[src/rtl/mem_port_arbiter_pkg.sv]
// Shared types for the two-to-one memory port arbiter.
package mem_port_arbiter_pkg;

  localparam int unsigned DEF_WIDTH = 32;

  typedef enum logic [1:0] {
    IDLE   = 2'd0,
    BUSY_I = 2'd1,
    BUSY_D = 2'd2
  } arb_state_t;

  typedef enum logic {
    OWN_I = 1'b0,
    OWN_D = 1'b1
  } arb_owner_t;

  // BUSY state that corresponds to a given owner.
  function automatic arb_state_t busy_state(input arb_owner_t own);
    return (own == OWN_D) ? BUSY_D : BUSY_I;
  endfunction

endpackage

[src/rtl/mem_port_arbiter_req.sv]
// Registered downstream request latch: loads the granted request, clears on release.
module mem_port_arbiter_req
  import mem_port_arbiter_pkg::*;
#(
  parameter int unsigned width = DEF_WIDTH
) (
  input  logic               clk,
  input  logic               rst,
  input  logic               load,
  input  logic               clear,
  input  logic               req_read,
  input  logic               req_write,
  input  logic [width/8-1:0] req_byte_enable,
  input  logic [width-1:0]   req_address,
  input  logic [width-1:0]   req_wdata,
  output logic               mem_read,
  output logic               mem_write,
  output logic [width/8-1:0] mem_byte_enable,
  output logic [width-1:0]   mem_address,
  output logic [width-1:0]   mem_wdata
);

  always_ff @(posedge clk or negedge rst) begin
    if (!rst) begin
      mem_read        <= 1'b0;
      mem_write       <= 1'b0;
      mem_byte_enable <= '0;
      mem_address     <= '0;
      mem_wdata       <= '0;
    end else if (load) begin
      mem_read        <= req_read;
      mem_write       <= req_write;
      mem_byte_enable <= req_byte_enable;
      mem_address     <= req_address;
      mem_wdata       <= req_wdata;
    end else if (clear) begin
      mem_read        <= 1'b0;
      mem_write       <= 1'b0;
      mem_byte_enable <= '0;
      mem_address     <= '0;
      mem_wdata       <= '0;
    end
  end

endmodule

[src/rtl/mem_port_arbiter.sv]
// Round-robin arbiter sharing one memory port between instruction fetch and the LSQ.
module mem_port_arbiter
  import mem_port_arbiter_pkg::*;
#(
  parameter int unsigned width = DEF_WIDTH
) (
  input  logic               clk,
  input  logic               rst,
  input  logic               i_mem_read,
  input  logic               i_mem_write,
  input  logic [width/8-1:0] i_mem_byte_enable,
  input  logic [width-1:0]   i_mem_address,
  input  logic [width-1:0]   i_mem_wdata,
  output logic               i_mem_resp,
  output logic [width-1:0]   i_mem_rdata,
  input  logic               lsq_mem_read,
  input  logic               lsq_mem_write,
  input  logic [width/8-1:0] lsq_mem_byte_enable,
  input  logic [width-1:0]   lsq_mem_address,
  input  logic [width-1:0]   lsq_mem_wdata,
  output logic               lsq_mem_resp,
  output logic [width-1:0]   lsq_mem_rdata,
  output logic               mem_read,
  output logic               mem_write,
  output logic [width/8-1:0] mem_byte_enable,
  output logic [width-1:0]   mem_address,
  output logic [width-1:0]   mem_wdata,
  input  logic               mem_resp,
  input  logic [width-1:0]   mem_rdata,
  output logic               proto_err
);

  arb_state_t         state;
  arb_owner_t         last_grant;
  arb_owner_t         sel;
  logic               load;
  logic               clear;
  logic               i_valid;
  logic               d_valid;
  logic               i_bad;
  logic               d_bad;
  logic               sel_read;
  logic               sel_write;
  logic [width/8-1:0] sel_byte_enable;
  logic [width-1:0]   sel_address;
  logic [width-1:0]   sel_wdata;

  // A request with both strobes set is illegal and never counts as valid.
  assign i_bad   = i_mem_read & i_mem_write;
  assign d_bad   = lsq_mem_read & lsq_mem_write;
  assign i_valid = i_mem_read ^ i_mem_write;
  assign d_valid = lsq_mem_read ^ lsq_mem_write;

  // Grant decision; a completing owner only hands off to the other side.
  always_comb begin
    load  = 1'b0;
    clear = 1'b0;
    sel   = OWN_I;
    unique case (state)
      IDLE: begin
        if (i_valid && d_valid) begin
          load = 1'b1;
          sel  = (last_grant == OWN_I) ? OWN_D : OWN_I;
        end else if (d_valid) begin
          load = 1'b1;
          sel  = OWN_D;
        end else if (i_valid) begin
          load = 1'b1;
          sel  = OWN_I;
        end
      end
      BUSY_I: begin
        if (mem_resp) begin
          if (d_valid) begin
            load = 1'b1;
            sel  = OWN_D;
          end else begin
            clear = 1'b1;
          end
        end
      end
      BUSY_D: begin
        if (mem_resp) begin
          if (i_valid) begin
            load = 1'b1;
            sel  = OWN_I;
          end else begin
            clear = 1'b1;
          end
        end
      end
      default: clear = 1'b1;
    endcase
  end

  assign sel_read        = (sel == OWN_D) ? lsq_mem_read        : i_mem_read;
  assign sel_write       = (sel == OWN_D) ? lsq_mem_write       : i_mem_write;
  assign sel_byte_enable = (sel == OWN_D) ? lsq_mem_byte_enable : i_mem_byte_enable;
  assign sel_address     = (sel == OWN_D) ? lsq_mem_address     : i_mem_address;
  assign sel_wdata       = (sel == OWN_D) ? lsq_mem_wdata       : i_mem_wdata;

  always_ff @(posedge clk or negedge rst) begin
    if (!rst) begin
      state      <= IDLE;
      last_grant <= OWN_I;
      proto_err  <= 1'b0;
    end else begin
      if (load) begin
        state <= busy_state(sel);
      end else if (clear) begin
        state <= IDLE;
      end
      if (mem_resp && (state == BUSY_I)) begin
        last_grant <= OWN_I;
      end else if (mem_resp && (state == BUSY_D)) begin
        last_grant <= OWN_D;
      end
      if (i_bad || d_bad) begin
        proto_err <= 1'b1;
      end
    end
  end

  mem_port_arbiter_req #(
    .width(width)
  ) u_req (
    .clk             (clk),
    .rst             (rst),
    .load            (load),
    .clear           (clear),
    .req_read        (sel_read),
    .req_write       (sel_write),
    .req_byte_enable (sel_byte_enable),
    .req_address     (sel_address),
    .req_wdata       (sel_wdata),
    .mem_read        (mem_read),
    .mem_write       (mem_write),
    .mem_byte_enable (mem_byte_enable),
    .mem_address     (mem_address),
    .mem_wdata       (mem_wdata)
  );

  // Response steering is combinational so the owner sees mem_resp in the same cycle.
  assign i_mem_resp    = mem_resp & (state == BUSY_I);
  assign lsq_mem_resp  = mem_resp & (state == BUSY_D);
  assign i_mem_rdata   = (state == BUSY_I) ? mem_rdata : '0;
  assign lsq_mem_rdata = (state == BUSY_D) ? mem_rdata : '0;

endmodule

[config.mk]
export PLATFORM = sky130hd
export DESIGN_NAME = mem_port_arbiter
export DESIGN_NICKNAME = d
export VERILOG_FILES = /design/src/rtl/mem_port_arbiter_pkg.sv /design/src/rtl/mem_port_arbiter_req.sv /design/src/rtl/mem_port_arbiter.sv
export SDC_FILE = /design/constraint.sdc
export NUM_CORES = 1
export LEC_CHECK = 0
export CAP_MARGIN = 20
export CORE_MARGIN = 10
export CORE_UTILIZATION = 38
export DETAILED_ROUTE_END_ITERATION = 8
export PLACE_DENSITY = 0.95
export SLEW_MARGIN = 20
export SYNTH_ARGS = -nofsm -noshare
export SYNTH_HDL_FRONTEND = slang
export SYNTH_SLANG_ARGS = --single-unit
export TNS_END_PERCENT = 10
[constraint.sdc]
create_clock -name clk -period 3.28 [get_ports clk]
set_clock_uncertainty 0.05 [all_clocks]
set_input_delay 0.82 -clock clk [delete_from_list [all_inputs] [get_ports clk]]
set_output_delay 0.82 -clock clk [all_outputs]
set_load 0.02 [all_outputs]
==> results.tsv, run 1 <==
metric	value	unit
Routed Antenna Nets	0	
top cells by count, synth	74 x sky130_fd_sc_hd__dfrtp_1, 70 x sky130_fd_sc_hd__mux2i_1, 70 x sky130_fd_sc_hd__o2bb2ai_2, 66 x sky130_fd_sc_hd__and2_1, 13 x sky130_fd_sc_hd__clkbuf_1	
CP Cell Sequence	clkdlybuf4s50_1 > and2_1 > clkdlybuf4s50_1	
most common cell in the netlist	sky130_fd_sc_hd__dfrtp_1	
clock latency of the later-clocked register in the worst-skew pair	0.32	ns
io pins	312	
post-synthesis mux area share	15.9	%
wire length of the first global-routing pass	25600	um
growth of design area from synthesis to finish	79.4	%
top area cells in the synthesized netlist	sky130_fd_sc_hd__dfrtp_1 42%, sky130_fd_sc_hd__o2bb2ai_2 24%, sky130_fd_sc_hd__mux2i_1 16%	
share of the clock period used by the worst path after layout	95.5	%
count of hold buffers inserted by post-cts repair	0	
cell type with the largest total area after synthesis	sky130_fd_sc_hd__dfrtp_1	
classification of the worst-slack hold path	flip-flop to flip-flop	
RSZ-0062 raised after global routing	no	
Crit path largest cell delay	0.66	ns
maximum number of pins on one net before global-route repair	75	
fraction of the mapped netlist area in compound gates	25.5	%
endpoint class of the critical path	output port	
power per standard cell area	877	nW/um^2
die area	16300	um^2
Data required, critical path	2.41	ns
non-filler instance count after layout	781	
depth of the CTS H-tree	3	
total number of nets in the final design	814	
Peak supply drop	766	uV
slew at the pin closest to its max-slew limit	0.944	ns
Syn Area/Cell	13.1	um^2
synthesis warning total	0	
antenna violations before repair	0	
cell row count	39	
Final Routed Wirelength	16600	um
Most Frequent Cell on Critical Path	sky130_fd_sc_hd__clkdlybuf4s50_1	
cells after synthesis	335	
LEAKAGE	3.37	nW
highest attainable clock frequency	319	MHz
CTS tree	yes	
number of cells upsized or downsized after cts	0	
FF+latch count, synth	74	
ratio of cells with drive above 1 in the final layout	15.0	%
initial DRC count	203	
overall power after layout	6.91	mW
crit path launch type	input port	
horizontal die dimension	128	um
tightest slew margin relative to the limit	37.0	%
number of inserted diodes	0	
global placer's final weighted congestion	0.858	
number of flops mapped to enable cells by yosys	0	
Cell Area, Synth	4390	um^2
count of final setup violators	0	
nets in the synthesized netlist	516	
post-CTS setup buffers	0	
count of input and output buffers	311	
post-synthesis simple-gate area fraction	9.94	%
status	completed	
final-layout fill cell count	811	
Overall Global Routing Usage	19.6	%
Detailed Routing Iterations Pass 1	4	
sequential element share of the synthesized area	42.2	%
number of global-route vias before repair	4463	
Routed WL per cell	21.2	um
CTS sink cnt	74	
arrival time worst endpoint	2.26	ns
Final Max Slew Viols	0	
number of max-cap violations	0	
FF+latch area	1850	um^2
Clock transition at path regs	0.06	ns
share of the synthesized area in the top cell type	42.2	%
Slowest-stage cell, CP	sky130_fd_sc_hd__clkdlybuf4s50_1	
Die Y-Extent	128	um
Unique masters post-synth	21	
residual DRC count	0	
number of clock buffers inserted by TritonCTS	9	
Synth Area in Adders	1.71	%
xor/xnor cell area share of the yosys netlist	0	%
HPWL after detailed placement	13400	um
Vias/cell	4.94	
number of hold violations in the final report	0	
final worst path period need	3.13	ns
ys async rst share	100	%
top flip-flop cell by instance count after synthesis	sky130_fd_sc_hd__dfrtp_1	
Worst Path Max Fanout	5	
largest family of logic cells by synthesized area	compound AO/OA/AOI/OAI gates	
via count	3858	
footprint of the multi-input gates	2350	um^2
root buffer selected by CTS	sky130_fd_sc_hd__clkbuf_16	
GR Overflow Total	0	
Starting Density	38.6	%
critical path class	input port to output port	
core region area	11400	um^2
number of placed instances with taps included	765	
Fin Setup TNS	0	ns
largest buffer count on any clock path	2	
[power by group]
part	switching, mW	leakage [nW]	internal, mW
Clock	0.384	0.124	0.536
Sequential	0.319	0.932	1.33
Combinational	2.30	2.31	2.04
[per-stage QoR]
| stage | hold WS, ns | setup WS, ns | utilization (%) | cell area [um^2] |
|---|---|---|---|---|
| 6_report | 0.426 | 0.147 | 69.3 | 7880 |
| 5_1_grt | 0.452 | 0.0812 | 69.3 | 7880 |
| 4_1_cts | 0.435 | 0.141 | 69.3 | 7880 |
| 3_5_place_dp | 0.421 | 0.141 | 66.8 | 7600 |
| 3_3_place_gp | 0.402 | 0.171 | 66.8 | 7600 |
| 2_1_floorplan | 0.411 | 0.964 | - | 4390 |
[state kept, by name, indices dropped and copies added, names as in the netlist]
name,flops
u_req.mem_wdata,32
u_req.mem_write,1
proto_err,1
u_req.mem_read,1
state,2
u_req.mem_byte_enable,4
u_req.mem_address,32
last_grant,1
[routing by layer]
layer,share of wire [%],track usage [%]
met1,37,20.7
met2,53,35.2
met3,8.1,7.86
met4,1.8,5.43
met5,0,0
[cell families (layout without fill, tap and decap cells)]
family / after synthesis / in the layout
AOI/OAI and AO/OA: 79 / 79
buffers and inverters: 35 / 338
adders and majority gates: 6 / 6
muxes: 70 / 70
DFF: 74 / 74
and+or+nand+nor: 71 / 71
[worst max-delay path: cells and delay by family]
| kind | cells | cell delay (ns) |
|---|---|---|
| simple gates | 1 | 0.24 |
| buf+inv | 2 | 1.20 |
[cell type report]
cell class                 count  area share, %
clock inverter                 5          0.492
tap                          143           2.27
inverter                       4          0.191
multi-input combinational    226           29.9
timing repair buffer         318           40.6
sequential                    74           23.5
clock buffer                  11           3.08
[path summary, 6_finish.rpt]
path | start | end | slack [ns] | depth (start not counted)
max in group asynchronous | rst | u_req.mem_address[21]$_DFFE_PN0P_ | 1.98 | 1
worst max-delay path | mem_resp | i_mem_resp | 0.15 | 3
worst min register to register | proto_err$_DFFE_PN0P_ | proto_err$_DFFE_PN0P_ | 0.43 | 1
worst min-delay path | proto_err$_DFFE_PN0P_ | proto_err$_DFFE_PN0P_ | 0.43 | 1
worst max register to register | state[1]$_DFFE_PN0P_ | u_req.mem_wdata[11]$_DFFE_PN0P_ | 0.98 | 8
min in group asynchronous | rst | u_req.mem_address[4]$_DFFE_PN0P_ | 0.58 | 1
[cell usage in the layout, fill, tap and decap left out, types with 3 or more instances in the layout]
| cell | instances |
|---|---|
| sky130_fd_sc_hd__inv_1 | 4 |
| sky130_fd_sc_hd__dfrtp_1 | 74 |
| sky130_fd_sc_hd__clkbuf_16 | 9 |
| sky130_fd_sc_hd__ha_1 | 6 |
| sky130_fd_sc_hd__clkdlybuf4s50_1 | 310 |
| sky130_fd_sc_hd__mux2i_1 | 70 |
| sky130_fd_sc_hd__buf_4 | 5 |
| sky130_fd_sc_hd__clkinvlp_4 | 4 |
| sky130_fd_sc_hd__o2bb2ai_2 | 70 |
| sky130_fd_sc_hd__buf_12 | 3 |
| sky130_fd_sc_hd__and2_1 | 66 |
Note: power is estimated with default switching activity, not from simulation.
==> inputs of run 2 (changes only) <==
- ABC_CLOCK_PERIOD_IN_PS: unset -> 3280
==> results of run 2 <==
Final layout, timing and power as in run 1 (identical DEF).
